$ cat config.mk
export PLATFORM = sky130hd
export DESIGN_NAME = nor_seq_eval
export DESIGN_NICKNAME = d
export VERILOG_FILES = /design/src/rtl/nor_seq_eval.sv
export SDC_FILE = /design/constraint.sdc
export NUM_CORES = 1
export LEC_CHECK = 0
export ABC_CLOCK_PERIOD_IN_PS = 4400
export CELL_PAD_IN_SITES_DETAIL_PLACEMENT = 1
export CELL_PAD_IN_SITES_GLOBAL_PLACEMENT = 2
export CORE_UTILIZATION = 49
export DETAILED_ROUTE_END_ITERATION = 16
export PLACE_DENSITY = 0.89
export SLEW_MARGIN = 5
export SYNTH_ARGS = -nofsm -noshare
export SYNTH_HDL_FRONTEND = slang
export SYNTH_SLANG_ARGS = --single-unit
$ cat constraint.sdc
create_clock -name clk -period 4.4 [get_ports clk]
set_input_delay 0.88 -clock clk [delete_from_list [all_inputs] [get_ports clk]]
set_output_delay 0.88 -clock clk [all_outputs]
set_load 0.02 [all_outputs]
$ cat src/rtl/nor_seq_eval.sv
// Sequential NOR-netlist evaluator: runs a stored NOR/NOT/INIT/HALT program,
// one instruction per cycle, over a bit-cell array whose low cells hold the inputs.
module nor_seq_eval #(
  parameter int NUM_IN     = 7,
  parameter int NUM_CELLS  = 32,
  parameter int PROG_DEPTH = 32,
  parameter int IDX_W      = $clog2(NUM_CELLS),
  parameter int PC_W       = $clog2(PROG_DEPTH),
  parameter int INSTR_W    = 2 + 3*IDX_W
) (
  input  logic               clk,
  input  logic               rst,
  input  logic               prog_we,
  input  logic [PC_W-1:0]    prog_addr,
  input  logic [INSTR_W-1:0] prog_data,
  input  logic               start,
  input  logic [NUM_IN-1:0]  x,
  output logic               busy,
  output logic               done,
  output logic               z,
  output logic               err,
  output logic [PC_W:0]      gate_count
);

  typedef enum logic [1:0] {IDLE, LOAD, RUN, FIN} state_t;

  localparam logic [1:0]      OP_NOR  = 2'b00;
  localparam logic [1:0]      OP_NOT  = 2'b01;
  localparam logic [1:0]      OP_HALT = 2'b11;
  localparam logic [IDX_W:0]  N_IN    = (IDX_W+1)'(NUM_IN);
  localparam logic [IDX_W:0]  N_CELL  = (IDX_W+1)'(NUM_CELLS);
  localparam logic [PC_W-1:0] PC_LAST = PC_W'(PROG_DEPTH-1);

  logic [INSTR_W-1:0]   imem [PROG_DEPTH];
  logic [NUM_CELLS-1:0] cells;
  state_t               state;
  logic [PC_W-1:0]      pc;

  logic [INSTR_W-1:0] instr;
  logic [1:0]         op;
  logic [IDX_W-1:0]   a, b, d;
  logic               a_val, b_val, wr_val, d_bad;

  assign instr = imem[pc];
  assign op    = instr[INSTR_W-1 -: 2];
  assign a     = instr[3*IDX_W-1 -: IDX_W];
  assign b     = instr[2*IDX_W-1 -: IDX_W];
  assign d     = instr[IDX_W-1:0];

  // Indices past the array read as 0; inputs are read-only destinations.
  assign a_val = ({1'b0, a} < N_CELL) ? cells[a] : 1'b0;
  assign b_val = ({1'b0, b} < N_CELL) ? cells[b] : 1'b0;
  assign d_bad = ({1'b0, d} < N_IN) || ({1'b0, d} >= N_CELL);

  always_comb begin
    wr_val = 1'b1;
    case (op)
      OP_NOR:  wr_val = ~(a_val | b_val);
      OP_NOT:  wr_val = ~a_val;
      default: wr_val = 1'b1;
    endcase
  end

  assign busy = (state != IDLE);
  assign done = (state == FIN);

  // Program memory has no reset; it is only writable while idle.
  always_ff @(posedge clk) begin
    if (!rst && prog_we && state == IDLE)
      imem[prog_addr] <= prog_data;
  end

  always_ff @(posedge clk) begin
    if (rst) begin
      state      <= IDLE;
      pc         <= '0;
      cells      <= '0;
      z          <= 1'b0;
      err        <= 1'b0;
      gate_count <= '0;
    end else begin
      case (state)
        IDLE: if (start) begin
          cells             <= '0;
          cells[NUM_IN-1:0] <= x;
          pc                <= '0;
          gate_count        <= '0;
          err               <= 1'b0;
          state             <= LOAD;
        end
        LOAD: state <= RUN;
        RUN: begin
          if (op == OP_HALT) begin
            z     <= a_val;
            state <= FIN;
          end else if (d_bad) begin
            err   <= 1'b1;
            state <= FIN;
          end else begin
            cells[d]   <= wr_val;
            gate_count <= gate_count + 1'b1;
            if (pc == PC_LAST) begin
              err   <= 1'b1;
              state <= FIN;
            end else begin
              pc <= pc + 1'b1;
            end
          end
        end
        default: state <= IDLE;
      endcase
    end
  end

endmodule

==> qor.csv <==
metric;value;unit
status;finished clean;
Slew HR;16.0;%
total negative setup slack;0;ps
clock skew;50.1;ps
RSZ-0062 raised after global routing;false;
syn avg cell area;19.0;sq um
Req. time, crit path;4860;ps
Initial Utilization;49.6;%
pin count of the biggest net entering global routing;47;
IO Pins;43;
Worst Hold End;err;
worst slack, placed;373;ps
grt ovf;0;
R2R cell count;12;
crit end category;flip-flop;
Synth Register Bits;596;
clock root cell;clkbuf_16;
setup repair bufs after CTS;0;
pwr/cell area;449;nW/um^2
Synth area leaders;edfxtp_1, mux4_2, dfxtp_1, mux2i_1, nor2_1;
DRT Pass-1 Iters;5;
R2R Path End;cells[23];
Critical Path Source Type;flip-flop;
fraction of registers with async set or reset after synthesis;0;%
Critical Path, Cell by Cell;nor2b_1 -> a22oi_1 -> and3_1 -> a31oi_1 -> and2_1 -> buf_4 -> o21ai_0 -> a222oi_1 -> nand2_1 -> a31oi_4 -> buf_12 -> o31ai_2;
Core ar.;48800;sq um
Antenna diodes;0;
Top delay family on crit path;compound AO/OA/AOI/OAI gates;
die height;224;um
CTS Hold Bufs;0;
nets;1433;
Buf/Inv on CP;2;
number of remaining DRC errors;0;
die area;50300;sq um
arrival time worst endpoint;4470;ps
vias in the first global route;14187;
initial antenna violation count;2;
syn_nets;1314;
share of cells above drive strength 1;27.9;%
Post-Syn Area;24200;sq um
Synth top area share;67.4;%
post-synthesis cell count;1275;
worst slew pin tran;1260;ps
Final Setup Violations;0;
Routed WL;67.4;mm
GP Congestion;0.855;
Post-synth EDFFs;544;
Routed WL per cell;32.0;um
crit path kind;reg2reg;
Synth Flop Type;edfxtp_1;
drt via density;6.35;
post-layout util;57.0;%
clk sinks;596;
CTS tree;built;
FMAX;0.250;GHz
CTS max path bufs;3;
clk_lat worst skew;650;ps
via count;13372;
slowest stage cell, crit path;dfxtp_4;
Final period util;91.0;%
minimum clock period;4000;ps
H-tree levels;2;
Reg clk slew, reported paths;60;ps
Post-Layout Cell Count;2107;
dpl cells;1997;
dominant cell type by area after synthesis;edfxtp_1;
Post-CTS Resized;0;
post-route cell area;27800;sq um
Inserted Clock Buffers;59;
Core Rows;81;
leakage dissipation;8.61;nW
yosys warns;0;
Die X;224;um
hold path start;err;
worst vdd ir;0.351;mV
Port-buffer cells;42;
synthesis-to-layout area growth;14.9;%
register area share after synthesis;71.7;%
Multi-input gate area;6480;sq um
worst hold path class;reg2reg;
synth unique cells;70;
crit-path max FO;46;
placed cell areas;25900;sq um
fin. max-slew vios;0;
GRT Resource Usage Total;27.5;%
critical path's largest stage delay;840;ps
PnR worst setup slack;396;ps
Antenna Violating Nets Remaining;0;
worst hold stages;2;
max-cap violations;0;
global-route wire length before repair;97.5;mm
final hold vios;0;
number of DRC markers in iteration 0;1484;
DPL Wire Length;40.6;mm
Fillers;4345;
sequential cell area;17400;sq um
r2r setup slk;400;ps
-- metal layers --
metal / wire length [um] / track usage [%] / vias up / part of all wire, %
met5: 21 / 0 / - / 0.031
met4: 2650 / 11.3 / 4 / 3.9
met3: 5980 / 5.09 / 181 / 8.9
met2: 33200 / 45.2 / 744 / 49
met1: 25600 / 36.3 / 7017 / 38
li1: - / - / 5426 / -
-- logic make-up after synthesis --
logic type      share of synthesized area (%)
compound gates                           3.77
xor+xnor                                0.253
fa+ha+maj                               0.310
buf+inv                                  1.86
flops                                    71.7
mux                                      16.7
simple gates                             5.37
-- report_power, final --
group          switching, mW  internal (mW)  total (mW)
Clock                   2.22           2.83        5.05
Sequential            0.0534           6.24        6.30
Combinational          0.700          0.455        1.16
Total                   2.98           9.53        12.5
-- through the flow --
step	power, mW	hold slack [ps]
after floorplan	7.16	454
after global placement	7.53	443
after detailed placement	7.57	455
after CTS	12.6	465
after global routing	12.8	473
final	12.5	459
-- state kept, by name, summed over array words and instances, names as in the netlist, named ones only --
name / flops
z: 1
cells: 32
err: 1
state: 2
imem: 544
pc: 5
gate_count: 6
-- Yosys cell counts (4+ instances only) --
master and n:
a211o_1 4, a211oi_1 10, a21oi_1 6, a222oi_1 4
a22oi_1 14, and2_1 7, and3_1 5, buf_1 6
buf_2 12, buf_4 6, buf_6 13, clkbuf_1 23
dfxtp_1 52, edfxtp_1 544, ha_1 6, inv_1 16
mux2_2 9, mux2i_1 62, mux4_2 144, nand2_1 68
nand2b_1 5, nand3_1 46, nand3b_1 8, nand4_1 6
nor2_1 69, nor2b_1 9, nor3_1 4, o21ai_0 10
o31ai_1 7, o31ai_2 20, or2_1 10, or2_2 12
or3_1 4, xor2_1 6
-- worst max path at each step --
stage          startpoint         to  slack [ps]  cells past startpoint
2_1_floorplan   flip-flop  cells[30]        1020                     15
3_3_place_gp    flip-flop  cells[29]         460                     11
3_5_place_dp    flip-flop  cells[28]         370                     10
4_1_cts         flip-flop  cells[28]         350                     11
5_1_grt         flip-flop  cells[29]         120                     10
6_report        flip-flop  cells[23]         400                     12
-- tightest hold or removal path, cell delays in order, from the launching register on --
cell,delay [ps]
dfxtp_1,310
inv_1,50
a21oi_1,50
-- area by class of cell --
type / count / share of cell area [%]
sequential: 596 / 62.5
multi-input combinational: 600 / 23.3
clock buffer: 69 / 5.44
timing repair buffer: 119 / 4.08
tap: 664 / 2.99
clock inverter: 41 / 1.48
inverter: 18 / 0.252
-- cells in the final DEF (no fill, tap or decap), types with 20 or more instances in the layout --
| cell | instances |
|---|---|
| nor2_2 | 33 |
| dfxtp_1 | 49 |
| clkbuf_16 | 59 |
| nor2_1 | 37 |
| nand3_1 | 46 |
| mux4_2 | 144 |
| mux2i_1 | 62 |
| nand2_1 | 68 |
| buf_4 | 66 |
| o31ai_2 | 20 |
| clkdlybuf4s50_1 | 42 |
| edfxtp_1 | 544 |
Note: power is estimated with default switching activity, not from simulation.
